File: src/rtl/fpu_ss_scoreboard_mp.sv
`default_nettype none
// ============================================================================
// Module   : fpu_ss_scoreboard_mp
// Brief    : FP register scoreboard with per-register pending-write counters,
//            multi-port writeback, last-write forwarding detection and an
//            offload-ID commit table.
// Revision : 1.0 - initial release
// ============================================================================
module fpu_ss_scoreboard_mp #(
    parameter int NUM_REGS  = 32,
    parameter int NUM_IDS   = 16,
    parameter int NUM_WB    = 2,
    parameter int NUM_RS    = 3,
    parameter int CNT_W     = 2,
    parameter int ALLOW_WAW = 1,
    parameter int REG_W     = $clog2(NUM_REGS),
    parameter int ID_W      = $clog2(NUM_IDS)
) (
    input  logic                       clk_i,
    input  logic                       rst_ni,
    input  logic                       alloc_valid_i,
    output logic                       alloc_ready_o,
    input  logic [REG_W-1:0]           alloc_rd_i,
    input  logic [NUM_WB-1:0]          wb_valid_i,
    input  logic [NUM_WB*REG_W-1:0]    wb_rd_i,
    input  logic [NUM_RS*REG_W-1:0]    rs_i,
    input  logic [NUM_RS-1:0]          rs_used_i,
    output logic [NUM_RS-1:0]          dep_rs_o,
    output logic [NUM_RS*NUM_WB-1:0]   fwd_o,
    output logic                       dep_rd_o,
    input  logic                       commit_valid_i,
    input  logic [ID_W-1:0]            commit_id_i,
    input  logic                       commit_kill_i,
    input  logic [NUM_WB-1:0]          retire_valid_i,
    input  logic [NUM_WB*ID_W-1:0]     retire_id_i,
    input  logic [ID_W-1:0]            id_query_i,
    output logic                       id_ok_o,
    output logic [NUM_REGS-1:0]        pending_o,
    output logic                       err_o
);

    localparam int HIT_W = $clog2(NUM_WB + 1);
    // Wide enough to hold cnt + 1 and the hit count without wrapping
    localparam int SUM_W = ((CNT_W > HIT_W) ? CNT_W : HIT_W) + 1;
    localparam logic [SUM_W-1:0] MAXCNT = SUM_W'((1 << CNT_W) - 1);

    logic [CNT_W-1:0] r_cnt [NUM_REGS];
    logic [NUM_IDS-1:0] r_tbl;
    logic               r_err;

    logic [HIT_W-1:0]   w_hits [NUM_REGS];
    logic [NUM_REGS-1:0] w_last;
    logic [CNT_W-1:0]   w_cnt_d [NUM_REGS];
    logic               w_err_cnt;
    logic [NUM_IDS-1:0] w_tbl_d;
    logic               w_err_id;
    logic               w_room;
    logic               w_alloc_hs;

    // Per-register writeback hit count and "this writeback drains it" flag
    always_comb begin
        for (int r = 0; r < NUM_REGS; r++) begin
            w_hits[r] = '0;
            for (int p = 0; p < NUM_WB; p++) begin
                if (wb_valid_i[p] && (wb_rd_i[p*REG_W +: REG_W] == REG_W'(r)))
                    w_hits[r] = w_hits[r] + HIT_W'(1);
            end
            w_last[r] = (r_cnt[r] != '0) && (SUM_W'(w_hits[r]) == SUM_W'(r_cnt[r]));
        end
    end

    // Allocation handshake; a same-cycle release frees a saturated counter
    always_comb begin
        w_room = (SUM_W'(r_cnt[alloc_rd_i]) < MAXCNT) || (w_hits[alloc_rd_i] != '0);
        if (ALLOW_WAW != 0)
            dep_rd_o = alloc_valid_i & ~w_room;
        else
            dep_rd_o = alloc_valid_i & (r_cnt[alloc_rd_i] != '0) & ~w_last[alloc_rd_i];
        alloc_ready_o = w_room & ~dep_rd_o;
        w_alloc_hs    = alloc_valid_i & alloc_ready_o;
    end

    // Next counter values: net of allocation and writebacks, clamped on underflow
    always_comb begin
        w_err_cnt = 1'b0;
        for (int r = 0; r < NUM_REGS; r++) begin
            logic [SUM_W-1:0] w_sum;
            logic [SUM_W-1:0] w_diff;
            w_sum  = SUM_W'(r_cnt[r]) + SUM_W'(w_alloc_hs && (alloc_rd_i == REG_W'(r)));
            w_diff = w_sum - SUM_W'(w_hits[r]);
            if (SUM_W'(w_hits[r]) > w_sum) begin
                w_cnt_d[r] = '0;
                w_err_cnt  = 1'b1;
            end else if (w_diff > MAXCNT) begin
                w_cnt_d[r] = MAXCNT[CNT_W-1:0];
                w_err_cnt  = 1'b1;
            end else begin
                w_cnt_d[r] = w_diff[CNT_W-1:0];
            end
        end
    end

    // Operand hazards; only the final outstanding write may be forwarded
    always_comb begin
        fwd_o    = '0;
        dep_rs_o = '0;
        for (int i = 0; i < NUM_RS; i++) begin
            logic [REG_W-1:0] w_rs;
            logic             w_found;
            w_rs    = rs_i[i*REG_W +: REG_W];
            w_found = 1'b0;
            for (int p = 0; p < NUM_WB; p++) begin
                if (!w_found && wb_valid_i[p] && (wb_rd_i[p*REG_W +: REG_W] == w_rs) &&
                    rs_used_i[i] && w_last[w_rs]) begin
                    fwd_o[i*NUM_WB + p] = 1'b1;
                    w_found             = 1'b1;
                end
            end
            dep_rs_o[i] = rs_used_i[i] && (r_cnt[w_rs] != '0) && !w_found;
        end
    end

    // ID table update: retires clear, a live commit sets and wins over retire
    always_comb begin
        w_tbl_d  = r_tbl;
        w_err_id = 1'b0;
        for (int p = 0; p < NUM_WB; p++) begin
            if (retire_valid_i[p]) begin
                if (!r_tbl[retire_id_i[p*ID_W +: ID_W]])
                    w_err_id = 1'b1;
                w_tbl_d[retire_id_i[p*ID_W +: ID_W]] = 1'b0;
            end
        end
        if (commit_valid_i && !commit_kill_i)
            w_tbl_d[commit_id_i] = 1'b1;
    end

    // Query result with zero-latency bypass of the current commit
    always_comb begin
        id_ok_o = r_tbl[id_query_i] |
                  (commit_valid_i & ~commit_kill_i & (commit_id_i == id_query_i));
        for (int r = 0; r < NUM_REGS; r++)
            pending_o[r] = (r_cnt[r] != '0);
    end

    assign err_o = r_err;

    // State registers; reset drops all in-flight counts immediately
    always_ff @(posedge clk_i) begin
        if (!rst_ni) begin
            for (int r = 0; r < NUM_REGS; r++)
                r_cnt[r] <= '0;
            r_tbl <= '0;
            r_err <= 1'b0;
        end else begin
            for (int r = 0; r < NUM_REGS; r++)
                r_cnt[r] <= w_cnt_d[r];
            r_tbl <= w_tbl_d;
            r_err <= r_err | w_err_cnt | w_err_id;
        end
    end

endmodule
`default_nettype wire

File: config.mk
export PLATFORM = sky130hd
export DESIGN_NAME = fpu_ss_scoreboard_mp
export DESIGN_NICKNAME = d
export VERILOG_FILES = /design/src/rtl/fpu_ss_scoreboard_mp.sv
export SDC_FILE = /design/constraint.sdc
export NUM_CORES = 1
export LEC_CHECK = 0
export BUFFER_PORTS_ARGS = -buffer_cell sky130_fd_sc_hd__buf_2
export CAP_MARGIN = 20
export CELL_PAD_IN_SITES_DETAIL_PLACEMENT = 2
export CELL_PAD_IN_SITES_GLOBAL_PLACEMENT = 2
export CORE_ASPECT_RATIO = 1.1
export CORE_MARGIN = 2
export CORE_UTILIZATION = 35
export CTS_BUF_LIST = sky130_fd_sc_hd__clkbuf_4 sky130_fd_sc_hd__clkbuf_8 sky130_fd_sc_hd__clkbuf_16
export DETAILED_ROUTE_END_ITERATION = 8
export MAX_ROUTING_LAYER = met4
export PLACE_DENSITY_LB_ADDON = 0.12
export SLEW_MARGIN = 20
export SYNTH_ARGS = -nofsm -noshare
export SYNTH_HDL_FRONTEND = slang
export SYNTH_SLANG_ARGS = --single-unit
File: constraint.sdc
create_clock -name clk_i -period 7 [get_ports clk_i]
set_input_delay 0.35 -clock clk_i [delete_from_list [all_inputs] [get_ports clk_i]]
set_output_delay 0.35 -clock clk_i [all_outputs]
set_load 0.02 [all_outputs]
==> impl_metrics.tcl, run 1 <==
set metrics [dict create \
    synthTopCellsByCount "nor2_1 (159), inv_1 (148), ha_1 (128), dfxtp_1 (81), nand2_1 (71)" \
    reg2reg_depth 18 \
    synthTopCellsByArea "dfxtp_1 (14%), ha_1 (14%), mux4_2 (12%)" \
    fin_skew_ps 7.195 \
    max_cap_viol_count 0 \
    syn_nets 1564 \
    core_area_mm2 0.03302 \
    cts_buffer_depth 2 \
    syn2layout_area_growth_pct 9.924 \
    critPathKind "input pin to flop" \
    reg2reg_from "r_cnt[10][1]$_SDFF_PN0_" \
    fin_area_mm2 0.01279 \
    synth_top_cell_area_share 0.1393 \
    p_leak_nw 5.223 \
    fin_cells 1812 \
    place_congestion 0.8824 \
    post-cts-setup-buffers 0 \
    ys_seq_area_frac 0.1393 \
    fp-row-count 70 \
    finalSetupViolCount 0 \
    ys_ff_latch 81 \
    ios 103 \
    tightest_slew_ps 866.8 \
    grt_pass1_vias 11549 \
    rsz0062_at_grt "no" \
    nNetsFinal 1624 \
    fmax_mhz 171.1 \
    yosysUniqueCellTypes 65 \
    wl_per_cell_um 26.90 \
    timing.slew.headroom 0.4209 \
    yosys_warnings 0 \
    syn-cell-area_mm2 0.01164 \
    utilization 0.3874 \
    grt_max_degree 50 \
    clkTransAtPathRegs_ps 70 \
    critPathLaunchType "input pin" \
    finalHoldViolCount 0 \
    ys.flop_type "dfxtp_1" \
    dp_cells 1795 \
    first_pass_iters 5 \
    hpwlAfterDp_mm 40.36 \
    cts_resized 0 \
    avgViaCountPerCell 5.932 \
    p_total_mw 1.546 \
    start_util 0.3524 \
    synthArstFlopShare 0 \
    placed_area_mm2 0.01249 \
    die_y_um 195.2 \
    grt_use_total 0.2946 \
    worstPathMaxFanout 8 \
    crit_path_cell_trace "buf_2, nand2b_1, nor2_1, ha_1, nor4bb_1, mux4_2, o221ai_1, o31ai_1, nor2_1, nand2_1, nor2_1, ha_1, ha_1, inv_1, fa_1, xnor2_1, nand4_1, nor4_1, nand4_1, nor3_1, nand3_1, o21a_1" \
    cts_sinks 81 \
    status "completed" \
    worstPathRequired_ps 7260 \
    drv_slew 0 \
    min_period_ps 5846 \
    synth.most_common_cell "nor2_1" \
    routed_wl_mm 48.74 \
    overflow 0 \
    critPathArrivalTime_ps 6110 \
    worstSkewPairLatency_ps 370 \
    antenna_found_initial 0 \
    min_period_over_period 0.8351 \
    synth_cells 1314 \
    root_buffer "clkbuf_16" \
    hold_depth 3 \
    drc 0 \
    cts_made_buffers 9 \
    min_from "commit_id_i[2]" \
    critPathCaptureType "flop" \
    synth_edf_count 0 \
    yosys.area.top_type "dfxtp_1" \
    die-area_mm2 0.03473 \
    cts_tree "built" \
    startpoint "wb_rd_i[0]" \
    grt_pass1_wl_mm 73.51 \
    h-tree-depth 3 \
    cts_hold_buf 0 \
    drt-initial-drc-count 605 \
    min_path_type "input pin to flop" \
    synth_area_per_cell_um2 8.856 \
    via_count 10748 \
    slowest_stage "nand2b_1" \
    setup_tns_ps 0 \
    final_layout_size_suffix_gt1_frac 0.1574 \
    io_buffers 102 \
    critical_path.max_stage_delay_ps 630 \
    ant_nets 0 \
    die_x_um 177.9 \
    peakVddDrop_uv 85.74 \
    power.density_mw_per_mm2 120.9 \
]
[worst paths after layout]
path	endpoint	slack (ps)
max	err_o$_SDFF_PN0_	1150
min	r_tbl[15]$_SDFF_PN0_	350
max reg2reg	err_o$_SDFF_PN0_	1990
min reg2reg	r_tbl[15]$_SDFF_PN0_	530
[logic make-up after synthesis]
logic type / Yosys count / synth area share
buffers and inverters: 212 / 0.07042
flip-flops: 81 / 0.1393
AO/OA/AOI/OAI: 213 / 0.1262
adder cells (fa/ha/maj): 192 / 0.2477
multiplexers: 78 / 0.1360
XOR/XNOR: 97 / 0.07300
AND/OR/NAND/NOR: 441 / 0.2073
[routing by layer]
layer  up-vias  wire [um]  global-route usage
met5         -          0                   -
met4         0       1398             0.08318
met3        68       2038             0.03115
met2       267      24440              0.5016
met1      5598      20860              0.3686
li1       4815          -                   -
[where the power goes]
part | switching (mW) | internal, mW | total [mW]
clock | 0.236 | 0.282 | 0.518
combinational | 0.324 | 0.188 | 0.513
sequential | 0.0331 | 0.482 | 0.515
total | 0.593 | 0.953 | 1.55
[through the flow]
stage	worst slack (ps)	hold WS (ps)
final	1154	351.8
after floorplan	2391	468.6
after global placement	924.4	499.9
after detailed placement	805.4	535.8
after global routing	932.7	392.9
after CTS	1213	334.1
[sequential cells by signal, summed over array words and instances (netlist names)]
register / count
err_o: 1
r_cnt: 64
r_tbl: 16
[critical path, delay by kind of cell]
kind	cells	cell delay, ps
adder cells (fa/ha/maj)	4	1320
multiplexers	1	400
buffers and inverters	2	220
AO/OA/AOI/OAI	3	460
XOR/XNOR	1	450
AND/OR/NAND/NOR	11	2900
[layout make-up]
cell class | count | area (um2)
Timing Repair Buffer | 108 | 555.5
Sequential cell | 81 | 1622
Antenna cell | 1 | 2.502
Fill cell | 3769 | 20230
Clock buffer | 10 | 232.7
Clock inverter | 6 | 68.82
Multi-Input combinational cell | 1021 | 9196
Inverter | 153 | 574.3
Tap cell | 432 | 540.5
[placed cells by master, fill, tap and decap left out, types with 21 or more instances in the layout]
master / instances
nor2b_1: 34
nand2_1: 71
nor2_1: 159
o31ai_1: 33
nor4bb_1: 33
nand3_1: 21
ha_1: 128
buf_2: 102
fa_1: 64
mux4_2: 64
nand4_1: 24
a22oi_1: 28
dfxtp_1: 81
a21oi_1: 70
inv_1: 148
xor2_1: 29
xnor2_1: 68
No activity file was read; power rests on OpenSTA's default activity.
==> inputs of run 2 (changes only) <==
==> constraint.sdc (replaced) <==
create_clock -name clk_i -period 5.1 [get_ports clk_i]
set_input_delay 0.255 -clock clk_i [delete_from_list [all_inputs] [get_ports clk_i]]
set_output_delay 0.255 -clock clk_i [all_outputs]
set_load 0.02 [all_outputs]
==> impl_metrics.tcl, run 2 (same netlist as run 1, synthesis figures left out) <==
set metrics [dict create \
    place_congestion 0.9393 \
    critPathLaunchType "input pin" \
    critical_path.max_stage_delay_ps 400 \
    drv_slew 0 \
    io_buffers 102 \
    wl_per_cell_um 25.83 \
    drc 0 \
    routed_wl_mm 51.43 \
    clkTransAtPathRegs_ps 70 \
    timing.slew.headroom 0.4593 \
    worstPathMaxFanout 6 \
    h-tree-depth 3 \
    switching_share 0.3883 \
    p_switching_mw 0.8378 \
    p_leak_nw 6.120 \
    hpwlAfterDp_mm 42.46 \
    peakVddDrop_uv 108.7 \
    power.density_mw_per_mm2 151.0 \
    rsz0062_at_grt "no" \
    drt-initial-drc-count 663 \
    fin_area_mm2 0.01429 \
    die_x_um 177.9 \
    core_area_mm2 0.03302 \
    critPathArrivalTime_ps 5130 \
    fin_cells 1991 \
    root_buffer "clkbuf_16" \
    max_cap_viol_count 0 \
    fillCellCount 3722 \
    setup_ws_ps 231.0 \
    final_layout_size_suffix_gt1_frac 0.2685 \
    ios 103 \
    first_pass_iters 5 \
    cts_sinks 81 \
    critPathCaptureType "flop" \
    cts_made_buffers 9 \
    p_total_mw 2.158 \
    dp_cells 1972 \
    min_period_over_period 0.9547 \
    dp_slack_ps -727.2 \
    syn2layout_area_growth_pct 22.75 \
    placed_area_mm2 0.01387 \
    via_count 11577 \
    layout_commonest_cell "buf_4" \
    grt_use_total 0.3116 \
    final_cell_mix "buf_4 (180), nor2_1 (157), inv_1 (148), ha_1 (128), buf_2 (102)" \
    grt_pass1_vias 12629 \
    hold_slack_ps 245.4 \
    r2r_setup_slack_ps 740 \
    grt_pass1_wl_mm 78.45 \
    slowest_stage "nor4bb_4" \
    p_clk_frac 0.312 \
    finalHoldViolCount 0 \
    antenna_found_initial 0 \
    cts_tree "built" \
    finalSetupViolCount 0 \
    min_period_ps 4869 \
    cts_hold_buf 0 \
    min_path_type "input pin to flop" \
    cts_buffer_depth 2 \
    pwr-share-comb 0.359 \
    status "completed" \
    grt_max_degree 50 \
    power_frac_seq 0.329 \
    fp-row-count 70 \
    overflow 0 \
    start_util 0.3524 \
    p_int_mw 1.320 \
    nNetsFinal 1802 \
    fin_skew_ps 10.02 \
    worstPathRequired_ps 5370 \
    worstSkewPairLatency_ps 370 \
    critPathKind "input pin to flop" \
    fmax_mhz 205.4 \
    regMostFlops "r_cnt" \
    die_y_um 195.2 \
    largest_register_ffs 64 \
    tightest_slew_ps 809.2 \
    ant_nets 0 \
    die-area_mm2 0.03473 \
    avgViaCountPerCell 5.815 \
]
==> run 2: worst max-delay path: cells and delay by family <==
| kind | cells | cell delay [ps] |
|---|---|---|
| AOI/OAI and AO/OA | 3 | 420 |
| xor gates and xnor gates | 1 | 160 |
| buffers and inverters | 5 | 730 |
| adders and majority gates | 4 | 1190 |
| muxes | 1 | 290 |
| and+or+nand+nor | 11 | 2080 |
==> run 2: routing by layer <==
metal  vias to the layer above  global-route usage  part of all wire
met2                       299              0.5323              0.51
met3                        83             0.02609             0.038
met5                         -                   -                 0
li1                       5174                   -                 -
met1                      6021              0.3885              0.42
met4                         0             0.09897             0.030
==> run 2: power groups by stage <==
stage               combinational (mW)  clock (mW)  sequential, mW
floorplan                        0.451           0           0.705
global placement                 0.738           0           0.721
detailed placement               0.760           0           0.723
CTS                              0.767       0.688           0.708
global route                     0.835       0.719           0.715
finish                           0.774       0.674           0.709
==> run 2: final cells by class <==
cell class / instances / area, um2 / area share
diodes: 2 / 5.005 / 0.0003504
clock buffers: 11 / 240.2 / 0.01682
clock inverters: 5 / 42.54 / 0.002978
inverters: 153 / 574.3 / 0.04020
multi-input cells: 1021 / 9319 / 0.6524
flip-flops and latches: 81 / 1622 / 0.1135
well taps: 432 / 540.5 / 0.03784
repair buffers: 286 / 1942 / 0.1359
==> run 2: timing repair <==
action,4_1_cts,5_1_grt
pin swaps,0,2
setup endpoints to repair,1,1
resized for setup,6,18
buffers inserted,0,1
==> run 2: path summary, 6_finish.rpt <==
| path | cells past startpoint | end | from |
|---|---|---|---|
| worst min-delay path | 3 | r_tbl[15]$_SDFF_PN0_ | commit_id_i[2] |
| worst max-delay path | 25 | err_o$_SDFF_PN0_ | wb_rd_i[0] |
| worst max register to register | 21 | err_o$_SDFF_PN0_ | r_cnt[11][1]$_SDFF_PN0_ |
| worst min register to register | 2 | r_tbl[15]$_SDFF_PN0_ | r_tbl[15]$_SDFF_PN0_ |
==> run 2: per-stage QoR <==
stage               utilization  setup TNS (ps)
floorplan                     -               0
global placement         0.4200          -688.2
detailed placement       0.4200          -727.2
CTS                      0.4297               0
global route             0.4325               0
finish                   0.4326               0
